## config.mk

```make
export PLATFORM = sky130hd
export DESIGN_NAME = ram_arbiter
export DESIGN_NICKNAME = d
export VERILOG_FILES = /design/src/rtl/ram_arbiter.sv
export SDC_FILE = /design/constraint.sdc
export NUM_CORES = 1
export LEC_CHECK = 0
export ABC_AREA = 1
export CORE_UTILIZATION = 25
export CTS_BUF_LIST = sky130_fd_sc_hd__clkbuf_2 sky130_fd_sc_hd__clkbuf_4 sky130_fd_sc_hd__clkbuf_8
export CTS_CLUSTER_DIAMETER = 200
export CTS_CLUSTER_SIZE = 10
export DETAILED_ROUTE_END_ITERATION = 16
export PLACE_DENSITY = 0.62
export SETUP_SLACK_MARGIN = 0.5
export SYNTH_ARGS = -nofsm -noshare
export SYNTH_HDL_FRONTEND = slang
export SYNTH_SLANG_ARGS = --single-unit
```

## constraint.sdc

```tcl
create_clock -name clk -period 1.35 [get_ports clk]
set_input_delay 0.27 -clock clk [delete_from_list [all_inputs] [get_ports clk]]
set_output_delay 0.27 -clock clk [all_outputs]
set_load 0.03 [all_outputs]
```

## src/rtl/ram_arbiter.sv

```systemverilog
// ram_arbiter: shares one data RAM between the CPU load/store port and a DMA/loader port.
// A granted request is latched and driven to the RAM for LATENCY cycles. The read data
// then comes back to the owning port with a one-cycle rvalid pulse.
// Build option: define RAM_ARB_RR_EN to break ties round-robin. Without it, ties are
// fixed-priority with the CPU winning.
module ram_arbiter #(
    parameter int ADDR_W  = 32,
    parameter int DATA_W  = 32,
    parameter int MODE_W  = 4,
    parameter int LATENCY = 1
) (
    input  logic              clk,
    input  logic              rst,
    input  logic              cpu_req,
    input  logic [MODE_W-1:0] cpu_mode,
    input  logic [ADDR_W-1:0] cpu_addr,
    input  logic [DATA_W-1:0] cpu_wdata,
    output logic              cpu_gnt,
    output logic              cpu_rvalid,
    output logic [DATA_W-1:0] cpu_rdata,
    output logic              cpu_stall,
    input  logic              dma_req,
    input  logic [MODE_W-1:0] dma_mode,
    input  logic [ADDR_W-1:0] dma_addr,
    input  logic [DATA_W-1:0] dma_wdata,
    output logic              dma_gnt,
    output logic              dma_rvalid,
    output logic [DATA_W-1:0] dma_rdata,
    output logic [MODE_W-1:0] ram_sel,
    output logic [ADDR_W-1:0] ram_addr,
    output logic [DATA_W-1:0] ram_wdata,
    input  logic [DATA_W-1:0] ram_rdata,
    output logic              busy
);

    localparam int CNT_W = $clog2(LATENCY + 1);

    typedef enum logic [1:0] {
        IDLE = 2'd0,
        BUSY = 2'd1,
        RESP = 2'd2
    } state_t;

    state_t            state, state_nxt;
    logic [CNT_W-1:0]  cnt, cnt_nxt;
    logic              owner_dma, owner_dma_nxt;
    logic [MODE_W-1:0] sel_nxt;
    logic [ADDR_W-1:0] addr_nxt;
    logic [DATA_W-1:0] wdata_nxt;
    logic              cpu_gnt_nxt, dma_gnt_nxt;
    logic              cpu_rvalid_nxt, dma_rvalid_nxt;
    logic [DATA_W-1:0] cpu_rdata_nxt, dma_rdata_nxt;
    logic              cpu_valid, dma_valid, pick_dma;

    assign cpu_valid = cpu_req && (cpu_mode != '0);
    assign dma_valid = dma_req && (dma_mode != '0);

`ifdef RAM_ARB_RR_EN
    // Tracks which port won the most recent grant. It resets to DMA so that the CPU
    // wins the first tie.
    logic last_dma, last_dma_nxt;

    // On a tie, the port that did not win last time goes first.
    always_comb begin
        pick_dma     = dma_valid && (!cpu_valid || !last_dma);
        last_dma_nxt = last_dma;
        if (state == IDLE && (cpu_valid || dma_valid))
            last_dma_nxt = pick_dma;
    end

    // Round-robin history register
    always_ff @(posedge clk) begin
        if (rst) last_dma <= 1'b1;
        else     last_dma <= last_dma_nxt;
    end
`else
    // Fixed priority: the DMA only wins when the CPU is not asking.
    always_comb begin
        pick_dma = dma_valid && !cpu_valid;
    end
`endif

    // Next-state logic. The rdata and rvalid registers are loaded on the last BUSY edge,
    // so both are visible together during RESP.
    always_comb begin
        state_nxt      = state;
        cnt_nxt        = cnt;
        owner_dma_nxt  = owner_dma;
        sel_nxt        = ram_sel;
        addr_nxt       = ram_addr;
        wdata_nxt      = ram_wdata;
        cpu_gnt_nxt    = 1'b0;
        dma_gnt_nxt    = 1'b0;
        cpu_rvalid_nxt = 1'b0;
        dma_rvalid_nxt = 1'b0;
        cpu_rdata_nxt  = cpu_rdata;
        dma_rdata_nxt  = dma_rdata;
        case (state)
            IDLE: begin
                if (cpu_valid || dma_valid) begin
                    state_nxt     = BUSY;
                    cnt_nxt       = CNT_W'(LATENCY);
                    owner_dma_nxt = pick_dma;
                    if (pick_dma) begin
                        dma_gnt_nxt = 1'b1;
                        sel_nxt     = dma_mode;
                        addr_nxt    = dma_addr;
                        wdata_nxt   = dma_wdata;
                    end else begin
                        cpu_gnt_nxt = 1'b1;
                        sel_nxt     = cpu_mode;
                        addr_nxt    = cpu_addr;
                        wdata_nxt   = cpu_wdata;
                    end
                end
            end
            BUSY: begin
                cnt_nxt = cnt - CNT_W'(1);
                if (cnt == CNT_W'(1)) begin
                    state_nxt = RESP;
                    sel_nxt   = '0;
                    if (owner_dma) begin
                        dma_rvalid_nxt = 1'b1;
                        dma_rdata_nxt  = ram_rdata;
                    end else begin
                        cpu_rvalid_nxt = 1'b1;
                        cpu_rdata_nxt  = ram_rdata;
                    end
                end
            end
            RESP: begin
                state_nxt = IDLE;
            end
            default: begin
                state_nxt = IDLE;
                sel_nxt   = '0;
            end
        endcase
    end

    // State and output registers. A reset drops any transaction in flight.
    always_ff @(posedge clk) begin
        if (rst) begin
            state      <= IDLE;
            cnt        <= '0;
            owner_dma  <= 1'b0;
            ram_sel    <= '0;
            ram_addr   <= '0;
            ram_wdata  <= '0;
            cpu_gnt    <= 1'b0;
            dma_gnt    <= 1'b0;
            cpu_rvalid <= 1'b0;
            dma_rvalid <= 1'b0;
            cpu_rdata  <= '0;
            dma_rdata  <= '0;
        end else begin
            state      <= state_nxt;
            cnt        <= cnt_nxt;
            owner_dma  <= owner_dma_nxt;
            ram_sel    <= sel_nxt;
            ram_addr   <= addr_nxt;
            ram_wdata  <= wdata_nxt;
            cpu_gnt    <= cpu_gnt_nxt;
            dma_gnt    <= dma_gnt_nxt;
            cpu_rvalid <= cpu_rvalid_nxt;
            dma_rvalid <= dma_rvalid_nxt;
            cpu_rdata  <= cpu_rdata_nxt;
            dma_rdata  <= dma_rdata_nxt;
        end
    end

    assign busy      = (state != IDLE);
    assign cpu_stall = cpu_req & ~cpu_rvalid;

endmodule

```

==> results.yml <==
global_route:
  grt-ovfl-total: 0
  grt_max_degree: 59
  grt_usage_pct: 19.2
  antenna_found_initial: 1
  grt_first_pass_wirelength_um: 37500
  grt_pass1_vias: 6903
worst_hold_path:
  hp-start: "cpu_mode[3]"
  hold_depth: 5
  hold_path_class: "input pin to flop"
run_status:
  failed_checks: "setup timing"
  outcome: "finished, violations left"
setup_path:
  startpoint: "state[1]"
  end_kind: "flop"
  worstRegToRegCells: 9
  r2r-start: "state[1]"
  cp-start-kind: "flop"
  worstPathRequired_ns: 1.70
  crit_arrival_ns: 1.87
  crit_type: "flop to flop"
  crit_fanout: 6
power:
  p_leak_nw: 6.11
  switching_power_w: 0.00486
  clockPowerShare_pct: 24.4
  peakVddDrop_mv: 0.606
  switching_share_pct: 35.4
  p_int_w: 0.00888
  power_frac_comb_pct: 39.8
  seq_power_share_pct: 35.8
  powerDensity_nw_per_um2: 1050
clock_tree:
  htreeDepth: 4
  cts.sinks: 140
  holdBufCountCts: 0
  cts_tree: "done"
  clock_latency_ns: 0.45
  clkTransAtPathRegs_ns: 0.09
  clockBufferDepth: 2
  numCtsBuffers: 17
  clockRootBuffer: "clkbuf_8"
synth:
  yosysTopAreaCell: "dfxtp_1"
  synthTopCellsByArea: "dfxtp_1 (45%), nor2_1 (16%), nand2_1 (12%)"
  avgSynthCellArea_sq_um: 6.85
  synth_top_area_share_pct: 45.2
  ys_seq_area_share_pct: 45.2
  synth_area_sq_um: 6200
  synth_cell_types: 19
  synth_fp_nets: 1078
  yosys_register_bits: 140
  synthCells: 906
  ys_warn_count: 0
run:
  drv_cap: 0
sta:
  setup_viol_count_final: 133
  finClkSkew_ns: 0.0154
  finalHoldViolCount: 0
  relSlewSlack_pct: 76.9
  slew_viol_final: 0
  rsz0062_at_grt: "yes"
  worst_slack_ns: -0.172
  fin_crit_ns: 1.52
  tightestPinTransition_ns: 0.343
  max_freq_mhz: 657
  fin_crit_sh_pct: 113
route:
  wl_um: 26600
  routed_via_density: 4.45
  wire_per_inst_um: 16.1
  dr_total_vias: 7367
  drc: 0
  drtIter0Drc: 365
  ant_nets: 0
  dr.pass1.iters: 4
cells_and_area:
  antennaDiodeCount: 0
  final_cell_area_sq_um: 13100
  final_common_cell: "nand2_1"
  n_fill_cell: 2236
  fin_util_pct: 54.0
  area_delta_synth_final_pct: 112
  fin_nets: 1491
  drive_gt1_share_pct: 47.1
  final_cell_mix: "nand2_1 (201), nor2_1 (199), clkdlybuf4s50_1 (161)"
floorplanning:
  die_w_um: 160
  die_y_um: 160
  io_pins: 310
  core-area_sq_um: 24300
  num_rows: 57
  dieArea_sq_um: 25400
  initial_core_util_pct: 25.5
placement:
  gp_congestion: 0.807
  port_buffers: 309
  dp.final_hpwl_um: 15200
  postPlaceCellArea_sq_um: 10200
  pre_cts_slack_ns: -0.563
==> worst max-delay path, stage by stage, from the launching register on <==
cell     delay, ns
dfxtp_2       0.33
buf_4         0.13
nor2_4        0.15
buf_6         0.12
nand3_4       0.10
buf_6         0.14
buf_8         0.12
buf_2         0.15
o21ai_1       0.12
nor2_1        0.05
==> metrics by stage <==
stage | cells | setup TNS, ns | hold WS (ns) | total power (W)
CTS | 1593 | -6.28 | 0.317 | 0.0131
global placement | 1517 | -33.30 | 0.462 | 0.00873
global route | 1656 | -21.33 | 0.342 | 0.0144
detailed placement | 1517 | -35.65 | 0.469 | 0.00877
floorplan | 906 | 0 | 0.433 | 0.00685
finish | 1656 | -10.89 | 0.357 | 0.0137
==> registers in the layout (all words and copies together) (netlist names) <==
register	count
dma_rvalid	1
cpu_rvalid	1
dma_rdata	32
cpu_rdata	32
cnt	1
dma_gnt	1
ram_addr	32
cpu_gnt	1
ram_wdata	32
state	2
ram_sel	4
owner_dma	1
==> cell families after synthesis <==
family / count (synthesis) / share of synthesized area, %
DFF: 140 / 45.2
and+or+nand+nor: 553 / 38.6
buffers and inverters: 139 / 10.0
AOI/OAI and AO/OA: 74 / 6.17
==> power groups by stage <==
stage / clock, W / sequential (W) / combinational (W)
after floorplan: 0 / 0.00550 / 0.00135
after global placement: 0 / 0.00485 / 0.00388
after detailed placement: 0 / 0.00487 / 0.00390
after CTS: 0.00344 / 0.00489 / 0.00479
after global routing: 0.00366 / 0.00496 / 0.00579
final: 0.00335 / 0.00492 / 0.00547
==> final timing paths <==
| check | to | slack, ns |
|---|---|---|
| max | cpu_rdata[14] | -0.17 |
| min | ram_sel[3] | 0.36 |
| min reg2reg | dma_rdata[29] | 0.48 |
| max reg2reg | cpu_rdata[14] | -0.17 |
==> what timing repair did <==
item | in CTS | in global routing
endpoints found under the setup margin | 276 | 278
setup buffers | 22 | 57
gates cloned | 22 | 6
pin swaps | 9 | 76
gates resized for setup | 940 | 242
==> area by class of cell <==
class	count	area, sq um	area share, %
tap	324	405	3.09
multi-input combinational	627	3430	26.1
inverter	84	363	2.76
clock buffer	18	248	1.89
sequential	140	3030	23.1
timing repair buffer	447	5490	41.8
timing repair inverter	2	32.5	0.248
clock inverter	14	128	0.972
==> synthesized netlist by cell type <==
| cell type | instances |
|---|---|
| clkbuf_1 | 25 |
| nor2_1 | 265 |
| inv_1 | 82 |
| o21ai_0 | 66 |
| nand2_4 | 1 |
| a21oi_1 | 5 |
| buf_2 | 14 |
| buf_4 | 10 |
| a21oi_4 | 1 |
| o21ai_1 | 1 |
| inv_2 | 2 |
| nand2_2 | 3 |
| nor2_2 | 2 |
| dfxtp_1 | 140 |
| a31oi_1 | 1 |
| buf_6 | 6 |
| nand3_2 | 40 |
| nand2_1 | 202 |
| nand3_1 | 40 |
==> per-layer routing <==
layer | track usage, % | vias up | wire, um
met4 | 7.74 | 2 | 859
met5 | 0 | - | 13
met3 | 5.94 | 47 | 2150
li1 | - | 3621 | -
met1 | 21.8 | 3371 | 10500
met2 | 33.2 | 326 | 13100
(Power assumes the default switching activity.)
